**src/rtl/conv_pkg.sv**
```systemverilog
// ----------------------------------------------------------------------------
// conv_pkg
// Shared definitions for the convolution window scheduler and its address
// generator: scheduler state encoding, output-plane dimension helper, and the
// operand/accumulator widths of the 16-bit MAC datapath.
// No ports (package).
// ----------------------------------------------------------------------------
package conv_pkg;

    // MAC datapath widths: 16-bit operands, 32-bit signed window sums.
    localparam int OPERAND_W = 16;
    localparam int ACC_W     = 32;

    typedef enum logic [2:0] {
        IDLE,
        ISSUE,
        WAIT_MAC,
        WRITE,
        FINISH
    } conv_sched_state_t;

    // Number of window positions along one dimension of the output plane.
    function automatic int calc_out_dim(input int imgDim, input int kSize, input int stride);
        return (imgDim - kSize) / stride + 1;
    endfunction

endpackage

```
**src/rtl/window_addr_gen.sv**
```systemverilog
// ----------------------------------------------------------------------------
// window_addr_gen
// Holds the kernel-term counters (kx, ky) and window-position counters
// (ocol, orow) and turns them into memory read addresses and the output index.
//
// Ports:
//   clk          in   clock, rising edge
//   rst          in   synchronous active-high reset
//   i_clear      in   force all counters to 0
//   i_step       in   advance to the next kernel term (kx, then ky)
//   i_nextWin    in   advance to the next window (ocol, then orow)
//   o_pixAddr    out  pixel address of the current term
//   o_wgtAddr    out  weight address of the current term
//   o_outAddr    out  output index of the current window
//   o_firstTerm  out  current term is kx=0, ky=0
//   o_lastTerm   out  current term is kx=K-1, ky=K-1
//   o_lastWin    out  current window is the bottom-right one
// ----------------------------------------------------------------------------
module window_addr_gen
    import conv_pkg::*;
#(
    parameter int KERNEL_SIZE = 3,
    parameter int IMG_WIDTH   = 28,
    parameter int IMG_HEIGHT  = 28,
    parameter int STRIDE      = 1,
    parameter int ADDR_W      = 10,
    parameter int WADDR_W     = 5
) (
    input  logic               clk,
    input  logic               rst,
    input  logic               i_clear,
    input  logic               i_step,
    input  logic               i_nextWin,
    output logic [ADDR_W-1:0]  o_pixAddr,
    output logic [WADDR_W-1:0] o_wgtAddr,
    output logic [ADDR_W-1:0]  o_outAddr,
    output logic               o_firstTerm,
    output logic               o_lastTerm,
    output logic               o_lastWin
);

    localparam int OUT_W = calc_out_dim(IMG_WIDTH, KERNEL_SIZE, STRIDE);
    localparam int OUT_H = calc_out_dim(IMG_HEIGHT, KERNEL_SIZE, STRIDE);

    localparam logic [WADDR_W-1:0] C_K_LAST   = WADDR_W'(KERNEL_SIZE - 1);
    localparam logic [WADDR_W-1:0] C_K        = WADDR_W'(KERNEL_SIZE);
    localparam logic [ADDR_W-1:0]  C_STRIDE   = ADDR_W'(STRIDE);
    localparam logic [ADDR_W-1:0]  C_IMG_W    = ADDR_W'(IMG_WIDTH);
    localparam logic [ADDR_W-1:0]  C_OUT_W    = ADDR_W'(OUT_W);
    localparam logic [ADDR_W-1:0]  C_OCOL_MAX = ADDR_W'(OUT_W - 1);
    localparam logic [ADDR_W-1:0]  C_OROW_MAX = ADDR_W'(OUT_H - 1);

    logic [WADDR_W-1:0] r_kx;
    logic [WADDR_W-1:0] r_ky;
    logic [ADDR_W-1:0]  r_ocol;
    logic [ADDR_W-1:0]  r_orow;

    logic [ADDR_W-1:0]  w_rowIdx;
    logic [ADDR_W-1:0]  w_colIdx;

    // Term counters run row-major over the kernel; window counters run
    // row-major over the output plane. Both wrap to 0 after their last value,
    // so the next window/run starts from a clean origin without extra clears.
    always_ff @(posedge clk) begin
        if (rst || i_clear) begin
            r_kx   <= '0;
            r_ky   <= '0;
            r_ocol <= '0;
            r_orow <= '0;
        end else begin
            if (i_step) begin
                if (r_kx == C_K_LAST) begin
                    r_kx <= '0;
                    r_ky <= (r_ky == C_K_LAST) ? '0 : r_ky + 1'b1;
                end else begin
                    r_kx <= r_kx + 1'b1;
                end
            end
            if (i_nextWin) begin
                if (r_ocol == C_OCOL_MAX) begin
                    r_ocol <= '0;
                    r_orow <= (r_orow == C_OROW_MAX) ? '0 : r_orow + 1'b1;
                end else begin
                    r_ocol <= r_ocol + 1'b1;
                end
            end
        end
    end

    // Image coordinates of the current term inside the current window.
    assign w_rowIdx = r_orow * C_STRIDE + ADDR_W'(r_ky);
    assign w_colIdx = r_ocol * C_STRIDE + ADDR_W'(r_kx);

    assign o_pixAddr   = w_rowIdx * C_IMG_W + w_colIdx;
    assign o_wgtAddr   = r_ky * C_K + r_kx;
    assign o_outAddr   = r_orow * C_OUT_W + r_ocol;
    assign o_firstTerm = (r_kx == '0) && (r_ky == '0);
    assign o_lastTerm  = (r_kx == C_K_LAST) && (r_ky == C_K_LAST);
    assign o_lastWin   = (r_ocol == C_OCOL_MAX) && (r_orow == C_OROW_MAX);

endmodule

```
**src/rtl/conv_window_scheduler.sv**
```systemverilog
// ----------------------------------------------------------------------------
// conv_window_scheduler
// Walks every KxK window of one image plane, issuing pixel/weight reads and
// MAC strobes per term, waits for the MAC's window sum, and hands each sum to
// the output buffer over valid/ready.
//
// Ports:
//   clk, rst            clock and synchronous active-high reset
//   start               begin a convolution (only looked at in IDLE)
//   busy                high in every state except IDLE
//   done                one-cycle pulse after the last output is accepted
//   pix_addr, wgt_addr  read addresses (memories have 1-cycle latency)
//   mac_en/clr/last     MAC strobes aligned with the memory read data
//   mac_done, mac_result  MAC window-sum return
//   out_valid, out_ready, out_addr, out_data  output handshake
//   err                 sticky: mac_done seen outside WAIT_MAC
// ----------------------------------------------------------------------------
module conv_window_scheduler
    import conv_pkg::*;
#(
    parameter int KERNEL_SIZE = 3,
    parameter int IMG_WIDTH   = 28,
    parameter int IMG_HEIGHT  = 28,
    parameter int STRIDE      = 1,
    parameter int ADDR_W      = 10,
    parameter int WADDR_W     = 5
) (
    input  logic                    clk,
    input  logic                    rst,
    input  logic                    start,
    output logic                    busy,
    output logic                    done,
    output logic [ADDR_W-1:0]       pix_addr,
    output logic [WADDR_W-1:0]      wgt_addr,
    output logic                    mac_en,
    output logic                    mac_clr,
    output logic                    mac_last,
    input  logic                    mac_done,
    input  logic signed [ACC_W-1:0] mac_result,
    output logic                    out_valid,
    input  logic                    out_ready,
    output logic [ADDR_W-1:0]       out_addr,
    output logic signed [ACC_W-1:0] out_data,
    output logic                    err
);

    conv_sched_state_t r_state;

    logic                    r_busy;
    logic                    r_done;
    logic                    r_macEn;
    logic                    r_macClr;
    logic                    r_macLast;
    logic                    r_outValid;
    logic [ADDR_W-1:0]       r_outAddr;
    logic signed [ACC_W-1:0] r_outData;
    logic                    r_err;

    logic                    w_clear;
    logic                    w_step;
    logic                    w_nextWin;
    logic [ADDR_W-1:0]       w_pixAddr;
    logic [WADDR_W-1:0]      w_wgtAddr;
    logic [ADDR_W-1:0]       w_outAddr;
    logic                    w_firstTerm;
    logic                    w_lastTerm;
    logic                    w_lastWin;

    // Counters sit at the origin whenever we are idle, step once per issued
    // term, and move to the next window exactly when an output is accepted.
    assign w_clear   = (r_state == IDLE);
    assign w_step    = (r_state == ISSUE);
    assign w_nextWin = (r_state == WRITE) && out_ready;

    window_addr_gen #(
        .KERNEL_SIZE (KERNEL_SIZE),
        .IMG_WIDTH   (IMG_WIDTH),
        .IMG_HEIGHT  (IMG_HEIGHT),
        .STRIDE      (STRIDE),
        .ADDR_W      (ADDR_W),
        .WADDR_W     (WADDR_W)
    ) u_addrGen (
        .clk         (clk),
        .rst         (rst),
        .i_clear     (w_clear),
        .i_step      (w_step),
        .i_nextWin   (w_nextWin),
        .o_pixAddr   (w_pixAddr),
        .o_wgtAddr   (w_wgtAddr),
        .o_outAddr   (w_outAddr),
        .o_firstTerm (w_firstTerm),
        .o_lastTerm  (w_lastTerm),
        .o_lastWin   (w_lastWin)
    );

    // Scheduler FSM with registered outputs. The MAC strobes are the ISSUE
    // flags delayed by one register so they line up with the 1-cycle memory
    // read data; the last strobe of a window therefore lands in the first
    // WAIT_MAC cycle. busy/done/out_valid are set on the transition into the
    // state they belong to so they are valid for the whole state.
    always_ff @(posedge clk) begin
        if (rst) begin
            r_state    <= IDLE;
            r_busy     <= 1'b0;
            r_done     <= 1'b0;
            r_macEn    <= 1'b0;
            r_macClr   <= 1'b0;
            r_macLast  <= 1'b0;
            r_outValid <= 1'b0;
            r_outAddr  <= '0;
            r_outData  <= '0;
            r_err      <= 1'b0;
        end else begin
            r_macEn   <= (r_state == ISSUE);
            r_macClr  <= (r_state == ISSUE) && w_firstTerm;
            r_macLast <= (r_state == ISSUE) && w_lastTerm;
            r_done    <= 1'b0;

            unique case (r_state)
                IDLE: begin
                    if (start) begin
                        r_state <= ISSUE;
                        r_busy  <= 1'b1;
                        r_err   <= 1'b0;
                    end
                end
                ISSUE: begin
                    if (w_lastTerm) begin
                        r_state <= WAIT_MAC;
                    end
                end
                WAIT_MAC: begin
                    if (mac_done) begin
                        r_outData  <= mac_result;
                        r_outAddr  <= w_outAddr;
                        r_outValid <= 1'b1;
                        r_state    <= WRITE;
                    end
                end
                WRITE: begin
                    if (out_ready) begin
                        r_outValid <= 1'b0;
                        if (w_lastWin) begin
                            r_state <= FINISH;
                            r_done  <= 1'b1;
                        end else begin
                            r_state <= ISSUE;
                        end
                    end
                end
                FINISH: begin
                    r_state <= IDLE;
                    r_busy  <= 1'b0;
                end
                default: begin
                    r_state <= IDLE;
                    r_busy  <= 1'b0;
                end
            endcase

            // A stray MAC result is reported even if it coincides with an
            // accepted start, so this set overrides the clear above.
            if (mac_done && (r_state != WAIT_MAC)) begin
                r_err <= 1'b1;
            end
        end
    end

    assign busy      = r_busy;
    assign done      = r_done;
    assign pix_addr  = w_pixAddr;
    assign wgt_addr  = w_wgtAddr;
    assign mac_en    = r_macEn;
    assign mac_clr   = r_macClr;
    assign mac_last  = r_macLast;
    assign out_valid = r_outValid;
    assign out_addr  = r_outAddr;
    assign out_data  = r_outData;
    assign err       = r_err;

endmodule

```
**config.mk**
```make
export PLATFORM = sky130hd
export DESIGN_NAME = conv_window_scheduler
export DESIGN_NICKNAME = d
export VERILOG_FILES = /design/src/rtl/conv_pkg.sv /design/src/rtl/window_addr_gen.sv /design/src/rtl/conv_window_scheduler.sv
export SDC_FILE = /design/constraint.sdc
export NUM_CORES = 1
export LEC_CHECK = 0
export CAP_MARGIN = 15
export CORE_ASPECT_RATIO = 0.75
export CORE_MARGIN = 1
export CORE_UTILIZATION = 30
export CTS_BUF_LIST = sky130_fd_sc_hd__clkbuf_4
export CTS_CLUSTER_SIZE = 16
export DETAILED_ROUTE_END_ITERATION = 10
export PLACE_DENSITY = 0.62
export SLEW_MARGIN = 20
export SYNTH_ARGS = -nofsm -noshare
export SYNTH_HDL_FRONTEND = slang
export SYNTH_SLANG_ARGS = --single-unit
```
**constraint.sdc**
```tcl
create_clock -name clk -period 11.4 [get_ports clk]
set_clock_uncertainty 0.1 [all_clocks]
set_input_delay 3.42 -clock clk [delete_from_list [all_inputs] [get_ports clk]]
set_output_delay 3.42 -clock clk [all_outputs]
set_load 0.02 [all_outputs]
```
==> impl.org, run 1 <==
** Status
- The flow ran to the end, and the final reports show no timing, DRC or antenna violations.

** Timing
- The number of hold violations in the final report was 0.
- Slew Viols, Final :: 0
- Headroom to the max-slew limit came out at 33.8%.
- Peak Freq :: 112 MHz
- Setup violations remaining at the end of the flow were counted as 0.
- Summed over all failing endpoints, the final setup total negative slack is 0 ns.
- Worst Tran Pin Value :: 0.993 ns
- The worst path uses 78.5% of the clock period.
- Setup repair after global routing left no endpoint under its margin.
- After layout, the minimum clock period comes to 8.95 ns.

** Clocking
- Clock tree from TritonCTS :: done
- Clock root buffer :: sky130_fd_sc_hd__clkbuf_4
- Clock tree synthesis found a total of 82 sinks.
- TritonCTS created 9 clock buffers.
- Hold repair after CTS inserted 0 buffers.
- Counting along the longest clock path gives a buffer depth of 2.
- Clock transition at the register clock pins on the worst setup and hold paths after CTS :: 0.14 ns
- Number of resized instances in the post-cts repair step :: 0
- Post-CTS Setup Inserts :: 0
- The H-tree was split into 3 levels.
- At the later pin of the worst-skew pair, clock insertion delay measures 0.44 ns.

** Route
- Routed met3 length :: 608 um
- DRT iter0 DRCs :: 190
- After detailed routing, the average wire length per cell comes to 12.6 um.
- The final layout contains routed wiring with a total length of 12,300 um.
- Top layer in use :: met4
- In the routed design, unresolved DRC markers number 0.
- For this run, the detailed router's first-pass iteration total came to 4.
- Via count :: 4,388
- In the detailed route, the total length drawn on met2 is 5070 um.
- The detailed router put a total of 6490 um of wire on met1.
- The detail route stage leaves a number of antenna-violating nets equal to 0.
- Average via count per standard cell :: 4.53

** Logic synthesis
- After synthesis the cells add up to 0.00539 sq mm.
- Async set-or-reset flop fraction in the synthesized netlist :: 0%
- When the netlist entered floorplanning its net count stood at 755.
- Cell taking the most area after synthesis :: sky130_fd_sc_hd__dfxtp_1
- Unique cell type count in the Yosys netlist :: 54
- Synth warn :: 0
- In the post-synthesis netlist, the biggest area contributors are sky130_fd_sc_hd__dfxtp_1, sky130_fd_sc_hd__ha_1, sky130_fd_sc_hd__fa_1.
- Commonest register cell after synthesis :: sky130_fd_sc_hd__dfxtp_1
- Register area share after synthesis :: 30.4%
- Number of instances in the synthesized netlist :: 633
- After synthesis, the mean cell area works out to 8.52 sq um.
- By count the netlist is led by sky130_fd_sc_hd__nand2_1, sky130_fd_sc_hd__dfxtp_1, sky130_fd_sc_hd__a21oi_1, sky130_fd_sc_hd__ha_1, sky130_fd_sc_hd__inv_1.
- Synthesis inferred 82 register bits.
- The top cell type by area accounts for 30.4% of the synthesized area.
- Number of flops mapped to enable cells by yosys :: 0
- In the post-synthesis netlist, the cell with the most instances is sky130_fd_sc_hd__nand2_1.

** Final layout
- Final design utilization :: 38.2%
- The repair_antennas step left the layout with diodes totalling 0.
- Nets :: 845
- Share of post-route cells with drive strength above 1 :: 3.85%
- Compared with the post-synthesis result, the final layout area differs by 24.7%.

** Power
- In this run the static leakage power is 0.00276 uW.
- IR analysis of the VDD net gives a maximum drop of 45.0 uV.
- Pwr Density :: 81.6 mW/mm^2

** Placed design
- Routability-driven placement finished with a final weighted congestion of 0.845.
- Post-DP HPWL :: 9140 um
- During placement, the flow inserted port buffers numbering 100.

** Die
- Starting utilization of the core area :: 30.6%
- Total core area :: 0.0176 sq mm
- The floorplan step set the die height to 118 um.
- Total I/O pin count :: 101
- Horiz. Die Dim :: 157 um
- # rows :: 42
- Die outline area :: 0.0185 sq mm

** Critical path
- For the worst setup path, the data arrival time is 5.43 ns.
- Crit path required time :: 7.88 ns
- Of all nets on the critical path, the largest fanout is 9.
- Element type at the critical path start :: register
- The setup check on the worst reg-to-reg path leaves a slack of 7.49 ns.
- Classification of the worst setup path :: register to primary output
- The worst setup path is captured at a primary output.

** Global route
- Entering global routing, the biggest net connects 52 pins.
- Via count of the first global-routing pass :: 4,159
- Summed over all layers, the global routing overflow is 0.
- Global router's overall resource usage :: 14.1%
- The initial antenna violation count was 0.
- The first global-routing pass estimated 20,900 um of wire.

** Worst hold path
- Worst hold-check path type :: register to register

** Job
- Across the run, the number of max-cap violations was 0.
metrics by stage:
step	power (uW)	area [sq um]	cells	hold slack (ns)	setup WS (ns)
global placement	384	6590	954	0.342	3.04
detailed placement	384	6590	954	0.345	2.92
CTS	560	6720	969	0.360	2.37
global route	576	6720	969	0.384	2.10
finish	549	6720	969	0.356	2.45
floorplan	351	5390	633	0.384	3.79
state kept, by name (all words and copies together) (netlist names), 3 cells and up:
register / count
out_data: 32
u_addrGen.r_ocol: 10
u_addrGen.r_orow: 10
r_state: 3
out_addr: 10
u_addrGen.r_kx: 5
u_addrGen.r_ky: 5
cell type report:
| cell class | instances | area [sq um] |
|---|---|---|
| Inverter | 57 | 214 |
| Timing Repair Buffer | 101 | 1000 |
| Multi-Input combinational cell | 472 | 3430 |
| Tap cell | 242 | 303 |
| Clock buffer | 10 | 75.1 |
| Fill cell | 1818 | 10900 |
| Clock inverter | 5 | 55.1 |
| Sequential cell | 82 | 1640 |
placed cells by master, fill, tap and decap left out, types with 12 or more instances in the layout:
master,count
sky130_fd_sc_hd__a21oi_1,74
sky130_fd_sc_hd__clkdlybuf4s50_1,99
sky130_fd_sc_hd__dfxtp_1,82
sky130_fd_sc_hd__fa_1,19
sky130_fd_sc_hd__ha_1,66
sky130_fd_sc_hd__inv_1,57
sky130_fd_sc_hd__nand2_1,97
sky130_fd_sc_hd__nand3_1,13
sky130_fd_sc_hd__nor2_1,36
sky130_fd_sc_hd__nor3_1,12
sky130_fd_sc_hd__o21ai_0,14
sky130_fd_sc_hd__xnor2_1,33
sky130_fd_sc_hd__xor2_1,16
final timing paths:
path	start	endpoint	cells past startpoint
max	u_addrGen.r_orow[0]$_SDFFE_PP0P_	pix_addr[9]	16
min	out_addr[5]$_SDFFE_PP0P_	out_addr[5]$_SDFFE_PP0P_	2
max reg2reg	u_addrGen.r_orow[0]$_SDFFE_PP0P_	out_addr[9]$_SDFFE_PP0P_	13
min reg2reg	out_addr[5]$_SDFFE_PP0P_	out_addr[5]$_SDFFE_PP0P_	2
worst max-delay path, cell delays in order, from the launching register on:
cell	delay, ns
sky130_fd_sc_hd__dfxtp_1	0.44
sky130_fd_sc_hd__ha_1	0.27
sky130_fd_sc_hd__fa_1	0.41
sky130_fd_sc_hd__xor2_1	0.39
sky130_fd_sc_hd__fa_1	0.50
sky130_fd_sc_hd__ha_1	0.24
sky130_fd_sc_hd__fa_1	0.40
sky130_fd_sc_hd__a21oi_1	0.19
sky130_fd_sc_hd__nor2_1	0.07
sky130_fd_sc_hd__nor2_1	0.12
sky130_fd_sc_hd__xnor2_1	0.14
sky130_fd_sc_hd__ha_1	0.26
sky130_fd_sc_hd__ha_1	0.33
sky130_fd_sc_hd__nand2_1	0.06
sky130_fd_sc_hd__o21ai_0	0.22
sky130_fd_sc_hd__xnor3_1	0.37
sky130_fd_sc_hd__clkdlybuf4s50_1	0.55
per-layer routing:
layer	track usage, %	up-vias
li1	-	2306
met1	20.8	1999
met5	0	-
met4	2.21	0
met3	3.20	10
met2	20.9	73
cell families (layout without fill, tap and decap cells):
family / after synthesis / in the layout / share of synthesized area (%)
AOI/OAI and AO/OA: 124 / 124 / 13.3
DFF: 82 / 82 / 30.4
adders and majority gates: 85 / 85 / 22.4
and+or+nand+nor: 211 / 211 / 18.9
xor gates and xnor gates: 52 / 52 / 9.10
buffers and inverters: 79 / 173 / 5.94
where the power goes:
part	internal, uW	switching (uW)
clock	68.0	103
sequential	294	7.88
combinational	34.2	41.2
(Power assumes the default switching activity.)
==> run 2, diff against run 1 <==
==> constraint.sdc (replaced) <==
create_clock -name clk -period 9.05 [get_ports clk]
set_clock_uncertainty 0.1 [all_clocks]
set_input_delay 2.715 -clock clk [delete_from_list [all_inputs] [get_ports clk]]
set_output_delay 2.715 -clock clk [all_outputs]
set_load 0.02 [all_outputs]
==> impl.org, run 2 (synthesis results as in run 1) <==
** Route
- Summed over all nets, wire length on met3 after detailed routing comes to 589 um.
- The detailed router put a total of 6480 um of wire on met1.
- Average via count per standard cell :: 4.54
- The highest layer touched by signal routing is met4.
- Dividing the detail-routed wire length by the instance count gives 12.7 um.
- For this run, design rule violations remaining after detail routing come to 0.
- DRT iter0 DRCs :: 197
- Wires add up to 12,300 um.
- The count of nets left with antenna violations once routing finished came out at 0.
- Summed over all nets, wire length on met2 after detailed routing comes to 5190 um.
- The routed layout has 4,408 vias.
- Router iterations before antenna repair :: 4

** Worst hold path
- The path class of the tightest hold or removal check is register to register.

** Die
- The die is 157 um wide.
- The die covers 0.0185 sq mm.
- The floorplan step set the die height to 118 um.
- For this design the top-level I/O count stands at 101.
- # rows :: 42
- Total core area :: 0.0176 sq mm
- Once the floorplan was initialized, standard cells occupied 30.6% of the core.

** Final layout
- The filler cells instantiated in the layout total 1,821.
- The net count of the finished layout is 845.
- Post-route cell area :: 0.00674 sq mm
- Most frequent cells in the layout :: sky130_fd_sc_hd__clkdlybuf4s50_1, sky130_fd_sc_hd__nand2_1, sky130_fd_sc_hd__dfxtp_1, sky130_fd_sc_hd__a21oi_1, sky130_fd_sc_hd__ha_1
- Antenna diode instance count :: 0
- Layout-stage area growth over the synthesis result :: 25.0%
- Number of flip-flops in the largest register :: 32
- Most common library cell in the layout ignoring fill and taps :: sky130_fd_sc_hd__clkdlybuf4s50_1
- In the final layout, the share of cells above drive strength 1 is 3.98%.

** Clocking
- The number of hold buffers added after CTS was 0.
- Clock transition at the register clock pins on the worst setup and hold paths after CTS :: 0.14 ns
- Post-CTS Setup Inserts :: 0
- For this design, the sink count on the clock tree is 82.
- Number of resized instances in the post-cts repair step :: 0
- TritonCTS created 9 clock buffers.
- In this run the deepest clock path goes through 2 buffers.
- H-tree level count :: 3
- TritonCTS built the clock tree.
- At the later pin of the worst-skew pair, clock insertion delay measures 0.46 ns.
- The root buffer cell chosen for the clock tree is sky130_fd_sc_hd__clkbuf_4.

** Timing
- Peak Freq :: 122 MHz
- Headroom to the max-slew limit :: 31.2%
- Unrepaired setup endpoints after global routing :: false
- For the pin with the worst max-slew slack, the measured transition is 1.03 ns.
- Number of setup violations in the final report :: 0
- Total count of hold-check failures in the final report :: 0
- The max-slew violation total from the final report came to 0.
- For the finished layout, the period the worst path requires is 8.19 ns.
- The final critical path takes up 90.5% of the cycle.
- Summed over all failing endpoints, the final setup total negative slack is 0 ns.

** Placed design
- Post-DP HPWL :: 9210 um
- Post-detailed-placement cell area :: 0.00659 sq mm
- IO Port Bufs :: 100
- RePlAce Congestion :: 0.847

** Status
- Status :: finished clean

** Global route
- The first global-routing pass estimated 21,200 um of wire.
- Number of antenna violations at the first check in global routing :: 0
- Global routing finished with a remaining overflow of 0.
- The via count of the first global-routing pass came to 4,209.
- Global router's overall resource usage :: 14.3%
- Pin count of the biggest net entering global routing :: 52

** Power
- Switching share of power :: 29.3%
- Net switching component of the power :: 207 uW
- Pwr Density :: 105 mW/mm^2
- Part of the power in combinational logic :: 13.5%
- Leakage power summed over all cells :: 0.00276 uW
- Worst-case vdd ir drop :: 62.0 uV
- Part of the power in registers :: 53.8%
- The internal portion of the total power is 500 uW.
- Share of power burned in the clock network :: 32.7%

** Critical path
- Crit path max-delay cell type :: sky130_fd_sc_hd__clkdlybuf4s50_1
- WP buf/inv :: 1
- Crit path required time :: 6.24 ns
- The worst setup path is launched from a register.
- Along the worst path, the maximum fanout reaches 9.
- The critical path in this run is classified as register to primary output.
- Arrival time at the worst endpoint :: 5.38 ns
- For this run, the slowest stage of the critical path takes 0.55 ns.
- On the critical path the largest part of the delay comes from adder cells.
- Traced cell by cell, the critical path runs through ha_1 > fa_1 > xor2_1 > fa_1 > ha_1 > fa_1 > a21oi_1 > nor2_1 > nor2_1 > xnor2_1 > ha_1 > ha_1 > nand2_1 > o21ai_0 > xnor3_1 > clkdlybuf4s50_1.
- Endpoint kind of the worst setup timing path :: primary output
- Most prevalent standard cell on the critical path :: sky130_fd_sc_hd__ha_1

** Job
- Maxcap violations :: 0
## run 2: changes by cell type in the layout (fill, tap and decap cells not counted)
cell,delta
sky130_fd_sc_hd__clkbuf_4,-1
sky130_fd_sc_hd__clkinv_2,-1
sky130_fd_sc_hd__clkinv_4,+1
sky130_fd_sc_hd__clkinvlp_4,+1
sky130_fd_sc_hd__inv_8,+1
## run 2: path summary, 6_finish.rpt
check	end	cells after the start	slack [ns]	from
min	out_addr[5]$_SDFFE_PP0P_	2	0.36	out_addr[5]$_SDFFE_PP0P_
max	pix_addr[9]	16	0.86	u_addrGen.r_orow[0]$_SDFFE_PP0P_
min reg2reg	out_addr[5]$_SDFFE_PP0P_	2	0.36	out_addr[5]$_SDFFE_PP0P_
max reg2reg	out_addr[9]$_SDFFE_PP0P_	13	5.13	u_addrGen.r_orow[0]$_SDFFE_PP0P_
## run 2: final cells by class
type                    count  area [sq um]  share of cell area (%)
multi-input cells         472          3430                    50.9
flip-flops and latches     82          1640                    24.4
repair buffers            101          1000                    14.9
well taps                 242           303                    4.49
inverters                  57           214                    3.18
clock inverters             7          77.6                    1.15
clock buffers               9          67.6                    1.00
## run 2: power groups by stage
stage	sequential [uW]	clock [uW]	combinational [uW]
after CTS	381	242	96.5
after floorplan	394	0	48.0
after detailed placement	388	0	96.1
final	381	232	95.5
after global routing	383	255	105
after global placement	388	0	95.6
## run 2: worst min-delay path: stages (launching register included)
cell                      delay [ns]
sky130_fd_sc_hd__dfxtp_1        0.33
sky130_fd_sc_hd__nand2_1        0.05
sky130_fd_sc_hd__a21oi_1        0.05
## run 2: routing by layer
layer	GRT usage (%)	up-vias
met5	0	-
met4	2.57	0
met3	3.57	8
met2	21.1	83
met1	21.0	2007
li1	-	2310
## run 2: metrics by stage
step	worst slack, ns	std cells	utilization, %	total power, uW	hold WS (ns)
2_1_floorplan	2.15	633	-	442	0.384
3_5_place_dp	1.32	954	37.4	485	0.343
3_3_place_gp	1.39	954	37.4	484	0.341
5_1_grt	0.486	970	38.3	743	0.379
6_report	0.859	970	38.3	708	0.357
4_1_cts	0.778	970	38.3	719	0.361
==> run 3, diff against run 2 <==
--- a/config.mk
+++ b/config.mk
@@ -12,8 +12,8 @@
 export CTS_BUF_LIST = sky130_fd_sc_hd__clkbuf_4
 export CTS_CLUSTER_SIZE = 16
 export DETAILED_ROUTE_END_ITERATION = 10
-export PLACE_DENSITY = 0.62
-export SLEW_MARGIN = 20
+export DONT_BUFFER_PORTS = 1
+export PLACE_DENSITY = 0.55
 export SYNTH_ARGS = -nofsm -noshare
 export SYNTH_HDL_FRONTEND = slang
 export SYNTH_SLANG_ARGS = --single-unit
==> impl.org, run 3 (synthesis results as in run 1) <==
** Final layout
- Most common library cell in the layout ignoring fill and taps :: sky130_fd_sc_hd__nand2_1
- Share of post-route cells with drive strength above 1 :: 4.47%
- Once layout is complete, the cells apart from fillers number 869.
- Antenna diode instance count :: 0
- The register with the most flip-flops in the layout has 32 of them.
- Most frequent cells in the layout :: sky130_fd_sc_hd__nand2_1, sky130_fd_sc_hd__dfxtp_1, sky130_fd_sc_hd__a21oi_1, sky130_fd_sc_hd__ha_1, sky130_fd_sc_hd__inv_1
- The net count of the finished layout is 744.
- The layout has 1,860 filler cells.
- Layout-stage area growth over the synthesis result :: 6.80%
- Final design utilization :: 32.7%
- After routing the design area is 0.00576 sq mm.

** Critical path
- On the worst path, the slowest cell contributes a delay of 0.50 ns.
- Classification of the worst setup path :: register to primary output
- Most prevalent standard cell on the critical path :: sky130_fd_sc_hd__ha_1
- STA puts the critical path data required time at 6.24 ns.
- Endpoint kind of the worst setup timing path :: primary output
- Among all stages on the critical path, the largest delay is contributed by sky130_fd_sc_hd__fa_1.
- STA classifies the critical path startpoint as a register.
- Series of cell instances along the critical path :: ha_1 > fa_1 > xor2_1 > fa_1 > ha_1 > fa_1 > a21oi_1 > nor2_1 > nor2_1 > xnor2_1 > ha_1 > ha_1 > nand2_1 > o21ai_0 > xnor3_1
- Largest driver fanout on the critical path :: 9
- Family of cells with the greatest summed delay on the critical path :: adder cells
- At the worst endpoint, the arrival time is 4.87 ns.
- Register-to-Register Setup Slack :: 5.10 ns
- The number of buffers and inverters on the critical path is 0.

** Timing
- Setup tns final :: 0 ns
- For the pin with the worst max-slew slack, the measured transition is 0.890 ns.
- Peak Freq :: 130 MHz
- The max-slew violation total from the final report is 0.
- Total count of hold-check failures in the final report :: 0
- After layout, the worst setup slack is 1.37 ns.
- For the finished layout, the period the worst path requires is 7.68 ns.
- Unrepaired setup endpoints after global routing :: false
- Share of the cycle needed by the critical path after routing :: 84.9%
- Headroom to the max-slew limit came out at 40.6%.
- Number of setup violations in the final report :: 0

** Clocking
- After clock tree synthesis, the clock-pin slew on the worst setup and hold paths is 0.13 ns.
- CTS Buf Count :: 9
- Hold-fix buffers, CTS :: 0
- Clock sink count :: 82
- No sink is reached through more buffers than the 2 on the longest clock path.
- In this run the number of H-tree levels came out at 3.
- Clock root buffer :: sky130_fd_sc_hd__clkbuf_4
- Post-CTS timing repair inserted 0 buffers for setup.
- Clock latency of the later-clocked register in the worst-skew pair :: 0.44 ns
- Once the clock tree was built, the resizer swapped 0 gates to a different size.
- Clock tree from TritonCTS :: done

** Power
- Summed over all nets, the switching power comes to 187 uW.
- The internal portion of the total power is 502 uW.
- Power spread over the standard cell area amounts to 120 mW/mm^2.
- Worst-case vdd ir drop :: 57.7 uV
- Leakage power summed over all cells :: 0.00241 uW
- Part of the power in combinational logic :: 7.0%
- Share of power burned in the clock network :: 36.2%
- Part of the power in registers :: 56.8%
- Net switching is 27.1% of the power.

** Global route
- Global router's overall resource usage :: 13.2%
- Entering global routing, the biggest net connects 52 pins.
- The first global-routing pass estimated 19,200 um of wire.
- Total grt overflow :: 0
- Via count of the first global-routing pass :: 3,720
- Number of antenna violations at the first check in global routing :: 0

** Route
- Dividing the detail-routed wire length by the instance count gives 13.3 um.
- After detailed routing, the total wire length is 11,600 um.
- For this run, design rule violations remaining after detail routing come to 0.
- Via count :: 4,060
- Router iterations before antenna repair :: 4
- Once detail routing completed, the nets flagged for antenna violations numbered 0.
- The detailed router finished its first iteration with 192 violations.
- Average via count per standard cell :: 4.67

** Die
- In this run the horizontal extent of the chip is 157 um.
- Pin placement for this block handled 101 I/O pins.
- Total core area :: 0.0176 sq mm
- Die height :: 118 um
- Starting utilization of the core area :: 30.6%
- After floorplanning, the core was divided into 42 placement rows.
- Die outline area :: 0.0185 sq mm

** Placed design
- Post-DP HPWL :: 8780 um
- RePlAce Congestion :: 0.818
- Buffers placed on the I/O ports in this run total 0.
- Once placement completed, the tool counted placed cells totaling 853.
- Timing analysis after detailed placement gives a worst setup slack of 1.80 ns.
- After detailed placement, the total cell area comes to 0.00559 sq mm.

** Worst hold path
- The tightest min-delay check is of the register to register type.

** Job
- The tool flagged a number of max-cap violations equal to 0.

** Status
- The run finished with clean final reports.
## run 3: power groups by stage
stage	Sequential (uW)	Combinational, uW	Clock (uW)
finish	391	48.4	250
global route	394	55.7	279
CTS	391	49.2	263
detailed placement	400	49.0	0
global placement	400	48.9	0
floorplan	394	48.0	0
## run 3: final cells by class
class	instances	area (sq um)	share of cell area, %
inverters	57	214	3.72
flip-flops and latches	82	1640	28.5
multi-input cells	472	3440	59.7
clock inverters	6	88.8	1.54
well taps	242	303	5.26
clock buffers	10	75.1	1.30
## run 3: metrics by stage
step                hold slack (ns)  power, uW
floorplan                     0.384        442
global placement              0.415        448
detailed placement            0.431        449
CTS                           0.460        703
global route                  0.476        729
finish                        0.453        689
## run 3: per-layer routing
layer  track usage [%]  share of wire, %  vias up
li1                  -                 -     2113
met4              2.76              0.67        0
met3              3.87               6.0        8
met1              19.4                52     1863
met2              18.6                41       76
met5                 0                 0        -
## run 3: worst register-to-register path, stage by stage, from the launching register on
cell	delay, ns
sky130_fd_sc_hd__dfxtp_1	0.54
sky130_fd_sc_hd__ha_1	0.29
sky130_fd_sc_hd__inv_1	0.09
sky130_fd_sc_hd__fa_1	0.54
sky130_fd_sc_hd__inv_1	0.06
sky130_fd_sc_hd__ha_1	0.28
sky130_fd_sc_hd__a21o_1	0.16
sky130_fd_sc_hd__a21oi_1	0.22
sky130_fd_sc_hd__xnor2_1	0.10
sky130_fd_sc_hd__ha_1	0.21
sky130_fd_sc_hd__or4_1	0.48
sky130_fd_sc_hd__o22ai_1	0.16
sky130_fd_sc_hd__xnor3_1	0.44
sky130_fd_sc_hd__a211oi_2	0.21
## run 3: worst paths after layout
| kind | start | end | cells past startpoint |
|---|---|---|---|
| worst max-delay path | u_addrGen.r_orow[0]$_SDFFE_PP0P_ | pix_addr[9] | 15 |
| worst min-delay path | u_addrGen.r_orow[9]$_SDFFE_PP0P_ | u_addrGen.r_orow[9]$_SDFFE_PP0P_ | 2 |
| worst max register to register | u_addrGen.r_orow[0]$_SDFFE_PP0P_ | out_addr[9]$_SDFFE_PP0P_ | 13 |
| worst min register to register | u_addrGen.r_orow[9]$_SDFFE_PP0P_ | u_addrGen.r_orow[9]$_SDFFE_PP0P_ | 2 |
